--- config.mk ---
export PLATFORM = sky130hd
export DESIGN_NAME = adc_capture_ram_ctrl
export DESIGN_NICKNAME = d
export VERILOG_FILES = /design/src/rtl/adc_capture_ram_ctrl.sv
export SDC_FILE = /design/constraint.sdc
export NUM_CORES = 1
export LEC_CHECK = 0
export CORE_ASPECT_RATIO = 1.2
export CORE_MARGIN = 10
export CORE_UTILIZATION = 48
export CTS_CLUSTER_DIAMETER = 100
export DETAILED_ROUTE_END_ITERATION = 6
export PLACE_DENSITY = 0.85
export SYNTH_ARGS = -nofsm -noshare
export SYNTH_HDL_FRONTEND = slang
export SYNTH_SLANG_ARGS = --single-unit
--- constraint.sdc ---
create_clock -name clk -period 6.45 [get_ports clk]
set_clock_uncertainty 0.1 [all_clocks]
set_input_delay 1.29 -clock clk [delete_from_list [all_inputs] [get_ports clk]]
set_output_delay 1.29 -clock clk [all_outputs]
set_load 0.01 [all_outputs]
--- src/rtl/adc_capture_ram_ctrl.sv ---
`timescale 1ns/1ps
// ADC capture sequencer: armed by SPI, writes triggered ADC samples into block RAM from
// address 0, then serves single-word SPI reads through the RAM read port.
module adc_capture_ram_ctrl #(
    parameter int unsigned DATA_WIDTH = 8,
    parameter int unsigned ADDR_BITS  = 16
) (
    input  logic                  clk,
    input  logic                  rst_n,
    input  logic                  arm,
    input  logic                  abort,
    input  logic                  trigger,
    input  logic [ADDR_BITS-1:0]  num_samples,
    input  logic                  adc_valid,
    input  logic [DATA_WIDTH-1:0] adc_data,
    output logic                  bram_we,
    output logic [ADDR_BITS-1:0]  bram_waddr,
    output logic [DATA_WIDTH-1:0] bram_wdata,
    output logic                  bram_re,
    output logic [ADDR_BITS-1:0]  bram_raddr,
    input  logic [DATA_WIDTH-1:0] bram_rdata,
    input  logic                  rd_req,
    input  logic [ADDR_BITS-1:0]  rd_addr,
    output logic                  rd_valid,
    output logic [DATA_WIDTH-1:0] rd_data,
    output logic                  rd_reject,
    output logic                  busy,
    output logic                  done,
    output logic [ADDR_BITS:0]    captured
);
    localparam int unsigned CNT_W = ADDR_BITS + 1;
    localparam logic [CNT_W-1:0] FULL_LEN = {1'b1, {ADDR_BITS{1'b0}}};

    typedef enum logic [1:0] {IDLE, ARMED, CAPTURE, DONE} state_t;

    state_t           state, state_next;
    logic [CNT_W-1:0] len;
    logic             take;
    logic             accept;
    logic             load;
    logic             last;

    // Sample being accepted now is the final one of the programmed length.
    assign last = (captured + CNT_W'(1)) == len;

    always_ff @(posedge clk or negedge rst_n) begin
        if (!rst_n) begin
            state <= IDLE;
        end else begin
            state <= state_next;
        end
    end

    // abort overrides everything, including a sample or arm in the same cycle.
    always_comb begin
        state_next = state;
        take       = 1'b0;
        accept     = 1'b0;
        load       = 1'b0;
        case (state)
            IDLE, DONE: begin
                accept = rd_req & ~abort;
                if (arm) begin
                    load       = 1'b1;
                    state_next = ARMED;
                end
            end
            ARMED: begin
                if (trigger) begin
                    take       = adc_valid;
                    state_next = (adc_valid && last) ? DONE : CAPTURE;
                end
            end
            CAPTURE: begin
                take = adc_valid;
                if (adc_valid && last) begin
                    state_next = DONE;
                end
            end
            default: state_next = IDLE;
        endcase
        if (abort) begin
            state_next = IDLE;
            take       = 1'b0;
            load       = 1'b0;
        end
    end

    assign bram_re    = accept;
    assign bram_raddr = accept ? rd_addr : '0;
    assign busy       = (state == ARMED) || (state == CAPTURE);
    assign done       = (state == DONE);
    // RAM read data arrives one cycle after bram_re, aligned with rd_valid.
    assign rd_data    = rd_valid ? bram_rdata : '0;

    always_ff @(posedge clk or negedge rst_n) begin
        if (!rst_n) begin
            bram_we    <= 1'b0;
            bram_waddr <= '0;
            bram_wdata <= '0;
            len        <= '0;
            captured   <= '0;
            rd_valid   <= 1'b0;
            rd_reject  <= 1'b0;
        end else begin
            bram_we   <= take;
            rd_valid  <= accept;
            rd_reject <= rd_req & ~accept;
            if (take) begin
                bram_waddr <= captured[ADDR_BITS-1:0];
                bram_wdata <= adc_data;
            end
            if (load) begin
                len      <= (num_samples == '0) ? FULL_LEN : {1'b0, num_samples};
                captured <= '0;
            end else if (take) begin
                captured <= captured + CNT_W'(1);
            end
        end
    end
endmodule
==> impl_metrics.ini <==
[layout]
multi_input_area_sq_mm = 0.001730
drive_gt1_frac = 0.05202
fin_nets = 573
syn_to_final_growth_pct = 42.50
finalNonFillerCells = 606
final_util = 0.7124
layout_common_cells = clkdlybuf4s50_1, nand2_1, dfrtp_1
fin_area_sq_mm = 0.004912
fillers = 521
regArea_sq_mm = 0.001577
antennaDiodeCount = 0
final_common_cell = clkdlybuf4s50_1

[timing]
max_freq_mhz = 211.9
worst_pin_slew_ns = 0.8733
slew_viol_final = 0
rsz0062_at_grt = no
hold_violations = 0
max_slew_margin = 0.4156
min_period_ns = 4.719
finalSetupViolCount = 0
fin_setup_tns_ns = 0
fin_crit_sh = 0.7316

[clock_tree]
cts_tree = done
cts-root-buf = clkbuf_8
holdBufCountCts = 0
cts.sinks = 63
cts_resized = 0
clkLatencyLatePin_ns = 0.34
numCtsBuffers = 9
clk_pin_slew_worst_paths_ns = 0.06
htreeDepth = 3
cts_max_path_buffers = 2
post_cts_buffers = 0

[route]
met3_length_microns = 964
postRouteWirelength_mm = 9.884
highest_layer = met4
dr.pass1.iters = 5
routedWlPerCell_microns = 16.31
vias_per_cell = 5.427
drc_errors = 0
wl_met1_mm = 3.851
drt_iter0_drc = 225
dr_wl_met2_mm = 4.863
ant_nets = 0
num_vias = 3289

[grt]
grt_max_degree = 64
grt_first_pass_wirelength_mm = 16.55
antenna_found_initial = 0
grtUsageTotal = 0.1792
grt_overflow_total = 0
grt_pass1_vias = 3340

[pwr]
p_per_area_mw_per_mm2 = 294.8
peakVddDrop_uv = 165.7
p_clk_frac = 0.248
p_int_uw = 966.7
p_sw_uw = 481.2
p_seq_frac = 0.391
p_leak_uw = 0.002195
p_sw_frac = 0.3323
combPwrFrac = 0.361

[place]
placed_cells = 590
dpl.hpwl_mm = 7.656
port_buffers = 125
place_congestion = 0.9075
dpl_cell_area_sq_mm = 0.004707

[floorplan]
ios = 126
fp.dieW_microns = 97.36
core-area_sq_mm = 0.006895
row_count = 33
die_area_sq_mm = 0.01099
initial_core_util = 0.4999
die_h_microns = 112.8

[hold_path]
min_to = bram_waddr[10]
hold_start = bram_waddr[10]
hp-class = register to register
holdPathStages = 2

[synth]
synth-warning-count = 0
synth_edf_count = 0
ys_seq_area_frac = 0.4574
synth_cell_types = 49
ys_ff_latch = 63
avgSynthCellArea_sq_um = 8.575
synth.cell_area_sq_mm = 0.003447
ys.flop_type = dfrtp_1
syn_inst = 402
syn_nets = 461
async_reset_ff_frac = 1.000

[job]
cap_violations = 0

[worst_setup_path]
crit_fanout = 20
rr_endpoint = captured[16]
critPathKind = input pin to output pin
startpoint_type = input pin
reg2regPathDepth = 9
end_kind = output pin
reg2reg_slack_ns = 3.01
rr_startpoint = state[0]
arrival_ns = 3.33
required_ns = 5.06

[outcome]
status = finished, final reports clean
==> state kept, by name, summed over array words and instances (netlist names) <==
signal,flops
rd_valid,1
state,2
len,17
bram_waddr,16
captured,17
bram_wdata,8
rd_reject,1
bram_we,1
==> how the worst max path moves through the flow <==
stage	startpoint	endpoint	slack (ns)	cells after the start
2_1_floorplan	abort	bram_raddr[10]	3.00	4
6_report	abort	bram_raddr[13]	1.73	4
3_3_place_gp	abort	bram_raddr[9]	1.79	4
5_1_grt	abort	bram_raddr[8]	1.52	4
3_5_place_dp	abort	bram_raddr[13]	1.72	4
4_1_cts	abort	bram_raddr[13]	1.72	4
==> critical path, stage by stage <==
cell and delay (ns):
clkdlybuf4s50_1 0.49, nor2_1 0.72, and3_1 0.27, clkdlybuf4s50_1 0.56
==> routing by layer <==
metal / global-route usage / vias to the layer above
li1: - / 1615
met1: 0.1982 / 1517
met2: 0.2989 / 138
met3: 0.07608 / 19
met4: 0.06990 / 0
met5: 0 / -
==> metrics by stage <==
step	setup slack, ns	total power [uW]	hold slack, ns
detailed placement	1.717	1097	0.3626
floorplan	3.004	863.9	0.3652
global placement	1.786	1078	0.3567
global route	1.516	1545	0.3995
CTS	1.717	1460	0.3776
finish	1.731	1448	0.3734
==> cell families (layout without fill, tap and decap cells) <==
group | after synthesis | count (layout) | synth area share
XOR/XNOR | 22 | 22 | 0.05808
buffers and inverters | 35 | 152 | 0.04065
flip-flops | 63 | 63 | 0.4573
multiplexers | 2 | 2 | 0.006170
AO/OA/AOI/OAI | 73 | 73 | 0.1412
AND/OR/NAND/NOR | 203 | 203 | 0.2820
adder cells (fa/ha/maj) | 4 | 4 | 0.01452
==> power groups by stage <==
| stage | Sequential, uW | Clock (uW) | Combinational (uW) |
|---|---|---|---|
| 2_1_floorplan | 561 | 0 | 302 |
| 3_3_place_gp | 566 | 0 | 511 |
| 3_5_place_dp | 572 | 0 | 525 |
| 4_1_cts | 565 | 366 | 529 |
| 5_1_grt | 580 | 384 | 581 |
| 6_report | 567 | 359 | 523 |
==> final cells by class <==
cell class,count,area share
Clock buffer,12,0.02751
Multi-Input combinational cell,304,0.3523
Clock inverter,4,0.01426
Inverter,10,0.007641
Sequential cell,63,0.3209
Tap cell,87,0.02216
Timing Repair Buffer,126,0.2552
==> cells in the mapped netlist (all sizes together) (2+ instances only) <==
cell       n  area share
nand2    104        0.11
dfrtp     63        0.46
o21ai     29       0.042
nor2      27       0.029
and3      21       0.038
clkbuf    15       0.016
xnor2     13       0.033
a21oi     11       0.016
and2      11       0.020
buf       10       0.013
inv       10       0.011
nor4      10       0.024
a22o       9       0.023
xor2       9       0.025
nand3      7       0.012
nand4      7       0.015
nor3       6      0.0087
o31ai      5       0.012
a31oi      4      0.0073
ha         4       0.015
and4       3      0.0076
a2111oi    2      0.0087
o31a       2      0.0051
o41ai      2      0.0051
or2        2      0.0036
No activity file was read; power rests on OpenSTA's default activity.
